**src/rtl/gc_input_conditioner_if.sv**
```systemverilog
// Controller-to-game bus: raw controller levels in, frame-stable levels and pulses out.
interface gc_input_conditioner_if;
    logic        frame_tick;
    logic [11:0] buttons;
    logic [7:0]  JOY_X;
    logic [7:0]  JOY_Y;
    logic [11:0] held;
    logic [11:0] pressed;
    logic [11:0] released;
    logic [3:0]  nav;
    logic [3:0]  nav_pulse;

    // Producer of raw controller state and frame timing
    modport master (
        output frame_tick, buttons, JOY_X, JOY_Y,
        input  held, pressed, released, nav, nav_pulse
    );

    // Input conditioner
    modport slave (
        input  frame_tick, buttons, JOY_X, JOY_Y,
        output held, pressed, released, nav, nav_pulse
    );
endinterface

```
**src/rtl/gc_input_conditioner.sv**
```systemverilog
// Frame-synchronous controller conditioning: button edges plus four-way
// navigation with deadzone, opposing-direction cancel and menu auto-repeat.
module gc_input_conditioner #(
    parameter int unsigned CENTER       = 128,
    parameter int unsigned DEADZONE     = 40,
    parameter int unsigned REPEAT_DELAY = 20,
    parameter int unsigned REPEAT_RATE  = 6
) (
    input  logic                   clk,
    input  logic                   reset_n,
    gc_input_conditioner_if.slave  bus
);
    localparam int unsigned NDIR    = 4;
    localparam int unsigned CNT_MAX = (REPEAT_DELAY > REPEAT_RATE) ? REPEAT_DELAY : REPEAT_RATE;
    localparam int unsigned CNT_W   = $clog2(CNT_MAX + 1);

    // Thresholds kept signed and wider than the axis so a large deadzone cannot wrap
    localparam logic signed [9:0] HI_TH = 10'(int'(CENTER) + int'(DEADZONE));
    localparam logic signed [9:0] LO_TH = 10'(int'(CENTER) - int'(DEADZONE));

    // Direction bit positions within nav: {left,right,down,up}
    localparam int unsigned UP    = 0;
    localparam int unsigned DOWN  = 1;
    localparam int unsigned RIGHT = 2;
    localparam int unsigned LEFT  = 3;

    typedef enum logic [1:0] {
        IDLE   = 2'd0,
        DELAY  = 2'd1,
        REPEAT = 2'd2
    } dir_state_t;

    logic signed [9:0] joy_x_s;
    logic signed [9:0] joy_y_s;
    logic [NDIR-1:0]   dir_raw_c;
    logic [NDIR-1:0]   dir_c;
    logic [NDIR-1:0]   pulse_c;

    dir_state_t        state_q [NDIR];
    dir_state_t        state_d [NDIR];
    logic [CNT_W-1:0]  cnt_q   [NDIR];
    logic [CNT_W-1:0]  cnt_d   [NDIR];

    logic [11:0]       held_q;
    logic [11:0]       pressed_q;
    logic [11:0]       released_q;
    logic [NDIR-1:0]   nav_q;
    logic [NDIR-1:0]   nav_pulse_q;

    assign joy_x_s = $signed({2'b00, bus.JOY_X});
    assign joy_y_s = $signed({2'b00, bus.JOY_Y});

    // Raw directions from D-pad or stick beyond the deadzone, then cancel opposing pairs
    always_comb begin
        dir_raw_c        = '0;
        dir_raw_c[UP]    = bus.buttons[8]  | (joy_y_s > HI_TH);
        dir_raw_c[DOWN]  = bus.buttons[9]  | (joy_y_s < LO_TH);
        dir_raw_c[RIGHT] = bus.buttons[10] | (joy_x_s > HI_TH);
        dir_raw_c[LEFT]  = bus.buttons[11] | (joy_x_s < LO_TH);
        dir_c            = dir_raw_c;
        if (dir_raw_c[UP] && dir_raw_c[DOWN]) begin
            dir_c[UP]   = 1'b0;
            dir_c[DOWN] = 1'b0;
        end
        if (dir_raw_c[LEFT] && dir_raw_c[RIGHT]) begin
            dir_c[LEFT]  = 1'b0;
            dir_c[RIGHT] = 1'b0;
        end
    end

    // Auto-repeat FSM next state; only advances on frame update edges
    always_comb begin
        pulse_c = '0;
        for (int i = 0; i < NDIR; i++) begin
            state_d[i] = state_q[i];
            cnt_d[i]   = cnt_q[i];
            if (bus.frame_tick) begin
                case (state_q[i])
                    IDLE: begin
                        if (dir_c[i]) begin
                            pulse_c[i] = 1'b1;
                            cnt_d[i]   = CNT_W'(1);
                            state_d[i] = DELAY;
                        end
                    end
                    DELAY: begin
                        if (!dir_c[i]) begin
                            cnt_d[i]   = '0;
                            state_d[i] = IDLE;
                        end else if (cnt_q[i] == CNT_W'(REPEAT_DELAY)) begin
                            pulse_c[i] = 1'b1;
                            cnt_d[i]   = CNT_W'(1);
                            state_d[i] = REPEAT;
                        end else begin
                            cnt_d[i] = cnt_q[i] + CNT_W'(1);
                        end
                    end
                    REPEAT: begin
                        if (!dir_c[i]) begin
                            cnt_d[i]   = '0;
                            state_d[i] = IDLE;
                        end else if (cnt_q[i] == CNT_W'(REPEAT_RATE)) begin
                            pulse_c[i] = 1'b1;
                            cnt_d[i]   = CNT_W'(1);
                        end else begin
                            cnt_d[i] = cnt_q[i] + CNT_W'(1);
                        end
                    end
                    default: begin
                        cnt_d[i]   = '0;
                        state_d[i] = IDLE;
                    end
                endcase
            end
        end
    end

    // Auto-repeat FSM state and frame counters
    always_ff @(posedge clk or negedge reset_n) begin
        if (!reset_n) begin
            for (int i = 0; i < NDIR; i++) begin
                state_q[i] <= IDLE;
                cnt_q[i]   <= '0;
            end
        end else begin
            for (int i = 0; i < NDIR; i++) begin
                state_q[i] <= state_d[i];
                cnt_q[i]   <= cnt_d[i];
            end
        end
    end

    // Frame-sampled levels hold between ticks; edge and repeat pulses last one cycle
    always_ff @(posedge clk or negedge reset_n) begin
        if (!reset_n) begin
            held_q      <= '0;
            pressed_q   <= '0;
            released_q  <= '0;
            nav_q       <= '0;
            nav_pulse_q <= '0;
        end else if (bus.frame_tick) begin
            held_q      <= bus.buttons;
            pressed_q   <= bus.buttons & ~held_q;
            released_q  <= ~bus.buttons & held_q;
            nav_q       <= dir_c;
            nav_pulse_q <= pulse_c;
        end else begin
            pressed_q   <= '0;
            released_q  <= '0;
            nav_pulse_q <= '0;
        end
    end

    assign bus.held      = held_q;
    assign bus.pressed   = pressed_q;
    assign bus.released  = released_q;
    assign bus.nav       = nav_q;
    assign bus.nav_pulse = nav_pulse_q;

endmodule

```
**src/flat_wrapper.sv**
```systemverilog
// flat-port wrapper written by rule: the top's interface ports become plain ports
module gc_input_conditioner_flat 
#(
    parameter int unsigned CENTER       = 128,
    parameter int unsigned DEADZONE     = 40,
    parameter int unsigned REPEAT_DELAY = 20,
    parameter int unsigned REPEAT_RATE  = 6
)
  (clk, reset_n, bus_frame_tick, bus_buttons, bus_JOY_X, bus_JOY_Y, bus_held, bus_pressed, bus_released, bus_nav, bus_nav_pulse);
  gc_input_conditioner_if bus_i ();
  input  logic clk;
  input  logic reset_n;
  input wire logic [$bits(bus_i.frame_tick)-1:0] bus_frame_tick;
  input wire logic [$bits(bus_i.buttons)-1:0] bus_buttons;
  input wire logic [$bits(bus_i.JOY_X)-1:0] bus_JOY_X;
  input wire logic [$bits(bus_i.JOY_Y)-1:0] bus_JOY_Y;
  output wire logic [$bits(bus_i.held)-1:0] bus_held;
  output wire logic [$bits(bus_i.pressed)-1:0] bus_pressed;
  output wire logic [$bits(bus_i.released)-1:0] bus_released;
  output wire logic [$bits(bus_i.nav)-1:0] bus_nav;
  output wire logic [$bits(bus_i.nav_pulse)-1:0] bus_nav_pulse;
  assign bus_i.frame_tick = bus_frame_tick;
  assign bus_i.buttons = bus_buttons;
  assign bus_i.JOY_X = bus_JOY_X;
  assign bus_i.JOY_Y = bus_JOY_Y;
  assign bus_held = bus_i.held;
  assign bus_pressed = bus_i.pressed;
  assign bus_released = bus_i.released;
  assign bus_nav = bus_i.nav;
  assign bus_nav_pulse = bus_i.nav_pulse;
  gc_input_conditioner #(.CENTER(CENTER), .DEADZONE(DEADZONE), .REPEAT_DELAY(REPEAT_DELAY), .REPEAT_RATE(REPEAT_RATE)) u_core (.clk(clk), .reset_n(reset_n), .bus(bus_i));
endmodule
```
**config.mk**
```make
export PLATFORM = sky130hd
export DESIGN_NAME = gc_input_conditioner_flat
export DESIGN_NICKNAME = d
export VERILOG_FILES = /design/src/rtl/gc_input_conditioner_if.sv /design/src/rtl/gc_input_conditioner.sv /design/src/flat_wrapper.sv
export SDC_FILE = /design/constraint.sdc
export NUM_CORES = 1
export LEC_CHECK = 0
export CAP_MARGIN = 0
export CELL_PAD_IN_SITES_DETAIL_PLACEMENT = 0
export CELL_PAD_IN_SITES_GLOBAL_PLACEMENT = 2
export CORE_MARGIN = 10
export CORE_UTILIZATION = 34
export DETAILED_ROUTE_END_ITERATION = 10
export PLACE_DENSITY_LB_ADDON = 0.05
export SKIP_CTS_REPAIR_TIMING = 1
export SYNTH_ARGS = -nofsm -noshare
export SYNTH_HDL_FRONTEND = slang
export SYNTH_SLANG_ARGS = --single-unit
export TNS_END_PERCENT = 5
```
**constraint.sdc**
```tcl
create_clock -name clk -period 4.6 [get_ports clk]
set_clock_uncertainty 0.2 [all_clocks]
set_input_delay 0.92 -clock clk [delete_from_list [all_inputs] [get_ports clk]]
set_output_delay 0.92 -clock clk [all_outputs]
set_load 0.02 [all_outputs]
```
==> results of run 1 <==
-- report_power, final --
part           internal, mW  switching, mW  total (mW)
clock network         0.206          0.275       0.481
logic                 0.209          0.297       0.506
registers             0.699         0.0636       0.763
total                  1.11          0.635        1.75
-- worst min-delay path by stage --
stage	end	slack, ns	start
global route	u_core.bus.pressed[9]	0.27	u_core.bus.held[9]
CTS	u_core.bus.pressed[5]	0.25	u_core.bus.held[5]
detailed placement	u_core.bus.pressed[7]	0.23	u_core.bus.held[7]
finish	u_core.bus.pressed[11]	0.25	u_core.bus.held[11]
global placement	u_core.bus.pressed[9]	0.23	u_core.bus.held[9]
floorplan	u_core.state_q[3]	0.32	u_core.state_q[3]
-- through the flow --
stage	hold slack [ns]	power, mW
6_report	0.252	1.75
3_3_place_gp	0.234	1.29
4_1_cts	0.253	1.77
5_1_grt	0.272	1.87
2_1_floorplan	0.316	1.09
3_5_place_dp	0.233	1.29
-- state kept, by name, summed over array words and instances, names as in the netlist --
| register | flops |
|---|---|
| u_core.bus.nav | 4 |
| u_core.bus.held | 12 |
| u_core.state_q | 8 |
| u_core.bus.pressed | 12 |
| u_core.bus.released | 12 |
| u_core.bus.nav_pulse | 4 |
| u_core.cnt_q | 20 |
-- synth_stat cells (4+ instances only) --
master and instances:
clkbuf_1 9, o21bai_1 4, o21ai_0 21, inv_1 43
dfrtp_1 72, nand3_1 12, or3_1 4, a21o_1 6
o22ai_1 4, o21ai_1 12, a21oi_1 19, nor2_1 27
nor3_1 24, nand2_1 33, o2bb2ai_1 9, ha_1 28
a211oi_1 4, nand4b_1 6
-- metal layers --
metal	part of all wire [%]	GRT usage (%)	vias up
li1	-	-	1514
met1	43	13.8	1493
met2	48	20.5	54
met3	6.7	4.38	16
met4	2.0	5.07	0
met5	0	0	-
-- cell type report --
cell class	instances	area (µm²)
Sequential cell	72	1800
Clock inverter	7	62.6
Fill cell	1073	5970
Timing Repair Buffer	75	746
Tap cell	140	175
Clock buffer	9	124
Multi-Input combinational cell	259	1700
Inverter	45	169
-- critical path, cell delays in order --
cell             delay (ns)
clkdlybuf4s50_1        0.47
a211oi_1               0.28
nor2_1                 0.14
nor3_2                 0.33
o21ai_1                0.23
a22o_1                 0.24
-- cells by family after synthesis --
logic type      synth area share (%)
simple gates                    18.3
fa+ha+maj                       9.47
mux                            0.575
buf+inv                         5.48
compound gates                  17.5
flops                           48.7
==> reports/qor.txt, run 1 <==
Status -> finished clean
Initial antenna violation count -> 0
Total number of vias -> 3077
Largest net degree at the start of global routing -> 73
R2r startpoint -> u_core.state_q[6]
Die Width -> 124 µm
Top cells by area, synth -> dfrtp_1, ha_1, inv_1, nand2_1, nor3_1
Final setup TNS -> 0 ns
First-pass GRT wire length -> 15.6 mm
Worst-Skew Late Latency -> 0.35 ns
Asr flop ratio synth -> 100%
Clock buffer depth -> 2
Total core area -> 10700 µm²
Post-synth EDFFs -> 0
Max-Cap Viols -> 0
Ys flop type -> dfrtp_1
CP Data Required Time -> 4.65 ns
Post-Synthesis Cells -> 385
DR pass1 iterations -> 4
Post-synthesis area per instance -> 9.61 µm²
Num rows -> 38
Detailed Place HPWL -> 6.86 mm
Fmax -> 388 MHz
Register bit total from synthesis -> 72
Die Height -> 124 µm
CP Class -> in -> reg
Number of global-route vias before repair -> 3058
Dpl ws -> 1.61 ns
CTS root buffer -> clkbuf_8
Syn Std Cell Area -> 3700 µm²
Power Density -> 366 nW/µm²
WP data arrival -> 2.62 ns
Yosys top cell area share -> 48.7%
WL/cell -> 15.8 µm
Hold Path Class -> reg -> reg
CTS sink cnt -> 72
Reg clk slew, reported paths -> 0.09 ns
Reg2reg end -> u_core.cnt_q[18]
Util after Layout -> 44.4%
Initial DRC count -> 188
Post-layout min period -> 2.58 ns
Cell variety after synth -> 47
Die area -> 15500 µm²
RSZ-0062 raised after global routing -> no
Syn. warnings -> 0
GRT Overall Usage -> 12.2%
Largest fanout on the critical path -> 6
End point of the critical path -> u_core.state_q[5]
CTS tree -> done
Hold path cells -> 1
Synth area leader -> dfrtp_1
CTS Buf Count -> 9
Startpoint types -> primary input
Commonest non-fill, non-tap cell in the layout -> clkdlybuf4s50_1
H-tree levels -> 3
Fin crit share -> 56.0%
Fin. Hold Viols -> 0
Final worst slack -> 2.02 ns
Setup violators final -> 0
Initial core utilization -> 34.4%
I/O Buffers -> 74
Placed insts -> 591
GPL Wtd Cong -> 0.752
Rel. slew slack -> 36.4%
Leak -> 2.09 nW
Final Non-Filler Cells -> 607
Area growth, synth to finish -> 29.0%
Share of post-route cells with drive strength above 1 -> 5.57%
Routed vias/inst -> 5.07
Worst Max-Slew Pin Slew -> 0.954 ns
# DRC -> 0
Area post-placement -> 4590 µm²
Peak supply drop -> 147 µV
WL final -> 9.61 mm
GRT overflow -> 0
Design area -> 4770 µm²
Final Max Tran Viols -> 0
Most frequent cells in the layout -> clkdlybuf4s50_1, dfrtp_1, inv_1
Setup slack, reg-to-reg -> 2.50 ns
ANT nets after route -> 0
Syn Nets -> 444
Io pins -> 75
N_diodes -> 0
Crit path capture type -> register
Worst-case reg-to-reg path depth -> 7
Layout Nets -> 521
Register area share after synthesis -> 48.7%
Crit path from -> bus_JOY_Y[7]
Note: power is estimated with default switching activity, not from simulation.
==> run 2: changes to the inputs <==
--- a/config.mk
+++ b/config.mk
@@ -9,7 +9,7 @@
 export CELL_PAD_IN_SITES_DETAIL_PLACEMENT = 0
 export CELL_PAD_IN_SITES_GLOBAL_PLACEMENT = 2
 export CORE_MARGIN = 10
-export CORE_UTILIZATION = 34
+export CORE_UTILIZATION = 29
 export DETAILED_ROUTE_END_ITERATION = 10
 export PLACE_DENSITY_LB_ADDON = 0.05
 export SKIP_CTS_REPAIR_TIMING = 1
==> constraint.sdc (replaced) <==
create_clock -name clk -period 2.1 [get_ports clk]
set_clock_uncertainty 0.2 [all_clocks]
set_input_delay 0.42 -clock clk [delete_from_list [all_inputs] [get_ports clk]]
set_output_delay 0.42 -clock clk [all_outputs]
set_load 0.02 [all_outputs]
==> run 2 against run 1 <==
  * Sequential cell count stayed put
  * Clock-buffer cell count stayed put
  * Global-route usage is 0.19 points lower
  * Sequential share of layout area is 3.3 points lower
  * Via count is 2.5% higher
  * Critical path depth is 1 higher
  * Die area is 14% higher
  * Routed wire length is 6.4% higher
  * Sequential power is 120% higher
  * Cell count is 11% higher
  * Cell area is 9.5% higher
  * Largest power group unchanged
  * Highest routed layer unchanged
==> reports/qor.txt, run 2 (synthesis gave the netlist of run 1 again) <==
Layout Nets -> 553 (+6.1%)
Post-layout min period -> 2.05 ns
Initial core utilization -> 29.4% (-5.0 points)
Worst-case reg-to-reg path depth -> 7 (unchanged)
CTS sink cnt -> 72 (unchanged)
RSZ-0062 raised after global routing -> yes
H-tree levels -> 3 (unchanged)
Reg2reg end -> u_core.cnt_q[7]
Util after Layout -> 41.6% (-2.8 points)
Initial DRC count -> 185 (-1.6%)
M3 GR Usage -> 4.20% (-0.18 points)
Total core area -> 12600 µm² (+17%)
ANT nets after route -> 0 (unchanged)
Initial antenna violation count -> 0 (unchanged)
Reg clk slew, reported paths -> 0.06 ns (-0.03 ns)
Final Non-Filler Cells -> 671 (+11%)
CTS tree -> done
Busiest grt layer -> met2
FILL cells -> 1255 (+17%)
DR pass1 iterations -> 5 (+1)
N_diodes -> 0 (unchanged)
Dpl ws -> -0.367 ns (-1.98 ns)
First-pass GRT wire length -> 17.0 mm (+8.9%)
Max FFs per register -> 20 (unchanged)
Hold_ws -> 0.250 ns (-0.00220 ns)
Area post-placement -> 4870 µm² (+6.2%)
Most frequent cells in the layout -> dfrtp_1, clkdlybuf4s50_1, inv_1
Die Height -> 133 µm (+6.9%)
I/O Buffers -> 74 (unchanged)
Startpoint types -> primary input
GRT Overall Usage -> 12.0% (-0.19 points)
WL/cell -> 15.2 µm (-3.8%)
Crit path capture type -> register
Status -> finished clean
R2r startpoint -> u_core.state_q[2]
Final setup TNS -> 0 ns (unchanged)
Largest register by flop count -> u_core.cnt_q
Share of post-route cells with drive strength above 1 -> 12.6% (+7.1 points)
Leak -> 2.34 nW (+12%)
Fin. Hold Viols -> 0 (unchanged)
Setup violators final -> 0 (unchanged)
WL final -> 10.2 mm (+6.4%)
Num rows -> 41 (+7.9%)
Hold Path Class -> reg -> reg
Setup slack, reg-to-reg -> 0.12 ns (-2.38 ns)
Largest net degree at the start of global routing -> 45 (-38%)
Design area -> 5230 µm² (+9.5%)
Worst Max-Slew Pin Slew -> 0.433 ns (-0.521 ns)
Placed insts -> 653 (+10%)
Area growth, synth to finish -> 41.3%
Max-Cap Viols -> 0 (unchanged)
Power Density -> 853 nW/µm² (+130%)
Routed vias/inst -> 4.70 (-7.2%)
Fin crit share -> 97.6%
CTS root buffer -> clkbuf_16
GRT overflow -> 0 (unchanged)
Total number of vias -> 3155 (+2.5%)
GPL Wtd Cong -> 0.736 (-2.2%)
Io pins -> 75 (unchanged)
Final Max Tran Viols -> 0 (unchanged)
Detailed Place HPWL -> 7.54 mm (+9.9%)
Worst-Skew Late Latency -> 0.34 ns (about the same)
Commonest non-fill, non-tap cell in the layout -> dfrtp_1
M1 GR Usage -> 14.4% (+0.61 points)
Total power -> 4.46 mW (+150%)
Die area -> 17700 µm² (+14%)
# DRC -> 0 (unchanged)
Rel. slew slack -> 71.1% (+35 points)
Number of global-route vias before repair -> 3227 (+5.5%)
WP data arrival -> 2.09 ns (-0.53 ns)
Fmax -> 488 MHz
End point of the critical path -> u_core.cnt_q[18]
Largest fanout on the critical path -> 3 (-3)
Peak supply drop -> 530 µV (+260%)
Clock buffer depth -> 2 (unchanged)
CP Class -> in -> reg
CTS Buf Count -> 9 (unchanged)
Crit path from -> bus_JOY_Y[3]
Die Width -> 133 µm (+6.9%)
Final worst slack -> 0.0513 ns (-1.97 ns)
Met2 usage -> 20.1% (-0.41 points)
CP Data Required Time -> 2.15 ns (-2.50 ns)
[run 2: cell types whose count changed in the layout (fill, tap and decap cells not counted), sizes merged]
cell           change
buf               +32
dlymetal6s2s       +3
dlygate4sd3        +1
inv                -1
clkinv             -2
clkinvlp           +2
clkdlybuf4s50      -4
bufinv             +1
[run 2: area by class of cell]
class,count,area [µm²],area share [%]
clock buffer,9,225,4.31
clock inverter,7,78.8,1.51
inverter,45,169,3.23
multi-input combinational,259,1720,32.9
sequential,72,1800,34.5
tap,172,215,4.12
timing repair buffer,107,1020,19.4
[run 2: how the worst min path moves through the flow]
stage	startpoint	to	slack, ns	depth (start not counted)
final	u_core.bus.held[0]	u_core.bus.pressed[0]	0.25	1
after global routing	u_core.bus.held[6]	u_core.bus.pressed[6]	0.27	1
after CTS	reset_n	u_core.state_q[7]	-0.17	1
after detailed placement	reset_n	u_core.state_q[7]	0.20	1
after global placement	reset_n	u_core.bus.released[11]	0.19	1
after floorplan	reset_n	u_core.bus.held[0]	-0.08	0
[run 2: metal layers]
metal,wire [µm],vias to the layer above
met2,5170,53
met1,4540,1520
met4,81,0
met3,428,11
met5,0,-
li1,-,1571
[run 2: power breakdown]
group	switching, mW	leakage, nW	internal (mW)
Combinational	0.683	1.24	0.531
Clock	0.650	0.139	0.930
Sequential	0.130	0.956	1.53
[run 2: critical path: stages]
cell and delay [ns]:
clkdlybuf4s50_1 0.50, nand4b_1 0.17, nor3_4 0.26, buf_4 0.15, o211ai_2 0.09, or4_1 0.41, o221ai_1 0.09
==> run 3: changes to the inputs <==
--- a/config.mk
+++ b/config.mk
@@ -8,7 +8,6 @@
 export CAP_MARGIN = 0
 export CELL_PAD_IN_SITES_DETAIL_PLACEMENT = 0
 export CELL_PAD_IN_SITES_GLOBAL_PLACEMENT = 2
-export CORE_MARGIN = 10
 export CORE_UTILIZATION = 29
 export DETAILED_ROUTE_END_ITERATION = 10
 export PLACE_DENSITY_LB_ADDON = 0.05
==> run 3 against run 2 <==
  * Hold slack got worse by 0.0013 ns
  * Sequential cell count unchanged
  * Global-route usage increased by 3.8 points
  * Non-clock buffer count increased by 1
  * Routed wire length decreased by 8.4%
  * Sequential power about the same
  * Clock-buffer cell count increased by 1
  * Combinational power about the same
  * Clock power decreased by 3%
  * Core utilization increased by 1.0 points
  * Largest cell class unchanged
==> reports/qor.txt, run 3 (synthesis gave the netlist of run 1 again) <==
Status -> finished clean
Util after Layout -> 42.6% (+1.0 points)
Comb pwr share -> 27.9% (+0.7 points)
Share of post-route cells with drive strength above 1 -> 12.2% (-0.43 points)
WP data arrival -> 2.08 ns (about the same)
Final Non-Filler Cells -> 668 (-0.45%)
Reg clk slew, reported paths -> 0.06 ns (about the same)
WL/cell -> 14.0 µm (-8.0%)
Worst-case reg-to-reg path depth -> 7 (unchanged)
Peak supply drop -> 472 µV (-11%)
Hold path cells -> 1 (unchanged)
Largest register by flop count -> u_core.cnt_q
Most frequent cells in the layout -> clkdlybuf4s50_1, dfrtp_1, inv_1
Leak -> 2.32 nW (-0.94%)
Clock power frac -> 34.7% (-0.7 points)
WL final -> 9.37 mm (-8.4%)
Seq pwr share -> 37.4% (about the same)
RSZ-0062 raised after global routing -> yes
DR pass1 iterations -> 5 (unchanged)
GRT Overall Usage -> 15.8% (+3.8 points)
Routed vias/inst -> 4.69 (-0.28%)
Max FFs per register -> 20 (unchanged)
Number of global-route vias before repair -> 3303 (+2.4%)
Fin crit share -> 96.7% (-0.86 points)
Largest fanout on the critical path -> 5 (+2)
Setup slack, reg-to-reg -> 0.17 ns (+0.05 ns)
Fmax -> 492 MHz (+0.89%)
Setup violators final -> 0 (unchanged)
Hold Path Class -> reg -> reg
Fin. Hold Viols -> 0 (unchanged)
Hold endpoint -> u_core.bus.pressed[6]
Num rows -> 40 (-2.4%)
Reg2reg end -> u_core.cnt_q[18]
Placed insts -> 651 (-0.31%)
GRT overflow -> 0 (unchanged)
Switching pwr -> 1.41 mW (-3.3%)
Switching Share -> 32.0% (-0.84 points)
GPL Wtd Cong -> 0.815 (+11%)
Post-layout min period -> 2.03 ns (-0.0180 ns)
I/O Buffers -> 74 (unchanged)
Hold_ws -> 0.249 ns (-0.00133 ns)
Int Pwr -> 3.01 mW (+0.48%)
Initial core utilization -> 30.3% (+0.86 points)
Worst Max-Slew Pin Slew -> 0.478 ns (+0.0448 ns)
Startpoint types -> primary input
Total core area -> 12200 µm² (-2.8%)
Power Density -> 851 nW/µm² (-0.28%)
Initial antenna violation count -> 0 (unchanged)
H-tree levels -> 3 (unchanged)
ANT nets after route -> 0 (unchanged)
Max-Cap Viols -> 0 (unchanged)
CP Class -> in -> reg
Worst-Skew Late Latency -> 0.34 ns (about the same)
Largest net degree at the start of global routing -> 45 (unchanged)
Register Area -> 1800 µm² (unchanged)
# DRC -> 0 (unchanged)
Die area -> 13200 µm² (-25%)
Area growth, synth to finish -> 40.6%
R2r startpoint -> u_core.state_q[6]
Final Max Tran Viols -> 0 (unchanged)
Io pins -> 75 (unchanged)
Total number of vias -> 3132 (-0.73%)
Initial DRC count -> 138 (-25%)
Multi-input logic area -> 1720 µm² (about the same)
Layout Nets -> 554 (+0.18%)
Detailed Place HPWL -> 6.71 mm (-11%)
CTS tree -> done
CP Data Required Time -> 2.15 ns (about the same)
Rel. slew slack -> 68.1% (-2.9 points)
CTS Buf Count -> 9 (unchanged)
FILL cells -> 1238 (-1.4%)
N_diodes -> 0 (unchanged)
CTS sink cnt -> 72 (unchanged)
Clock buffer depth -> 2 (unchanged)
Hold Crit Start -> u_core.bus.held[6]
CTS root buffer -> clkbuf_16
Crit path capture type -> register
Die Height -> 115 µm (-14%)
Die Width -> 115 µm (-14%)
First-pass GRT wire length -> 16.0 mm (-5.9%)
## run 3: through the flow
stage                     worst slack (ns)  setup TNS, ns  area (µm²)  total power, mW
final                               0.0693              0        5200             4.42
after global routing               -0.0628         -0.194        5200             4.73
after CTS                        -0.000233      -0.000233        5170             4.49
after detailed placement            -0.326          -7.66        4870             2.91
after global placement              -0.316          -7.21        4870             2.92
after floorplan                      0.243              0        3700             2.38
## run 3: layout make-up
class	instances	share of cell area (%)
Timing Repair Buffer	108	19.3
Clock buffer	10	4.40
Clock inverter	6	1.32
Inverter	45	3.25
Sequential cell	72	34.6
Tap cell	168	4.04
Multi-Input combinational cell	259	33.1
## run 3: per-layer routing
| metal | up-vias | part of all wire, % | track usage, % |
|---|---|---|---|
| met1 | 1501 | 44 | 18.5 |
| met2 | 47 | 51 | 27.1 |
| met5 | - | 0 | 0 |
| li1 | 1580 | - | - |
| met3 | 4 | 4.3 | 5.85 |
| met4 | 0 | 0.95 | 4.50 |
## run 3: worst max-delay path, stage by stage
cell	delay, ns
clkdlybuf4s50_1	0.44
nand4b_1	0.24
nor3_4	0.28
o21ai_1	0.21
or2_1	0.30
nor3_1	0.18
## run 3: power groups by stage
| stage | registers (mW) | clock network (mW) | logic (mW) |
|---|---|---|---|
| finish | 1.65 | 1.53 | 1.24 |
| global route | 1.68 | 1.65 | 1.41 |
| detailed placement | 1.68 | 0 | 1.23 |
| global placement | 1.68 | 0 | 1.24 |
| CTS | 1.65 | 1.60 | 1.24 |
| floorplan | 1.74 | 0 | 0.641 |
## run 3: worst max path at each step
stage / depth (start not counted) / to / slack, ns / from
2_1_floorplan: 7 / u_core.cnt_q[18] / 0.24 / u_core.state_q[6]
3_3_place_gp: 7 / u_core.state_q[5] / -0.32 / bus_JOY_Y[4]
3_5_place_dp: 7 / u_core.state_q[5] / -0.33 / bus_JOY_Y[4]
4_1_cts: 7 / u_core.state_q[5] / -0.0002 / bus_JOY_Y[7]
5_1_grt: 7 / u_core.cnt_q[18] / -0.06 / bus_JOY_Y[7]
6_report: 6 / u_core.bus.nav_pulse[0] / 0.07 / bus_JOY_Y[4]
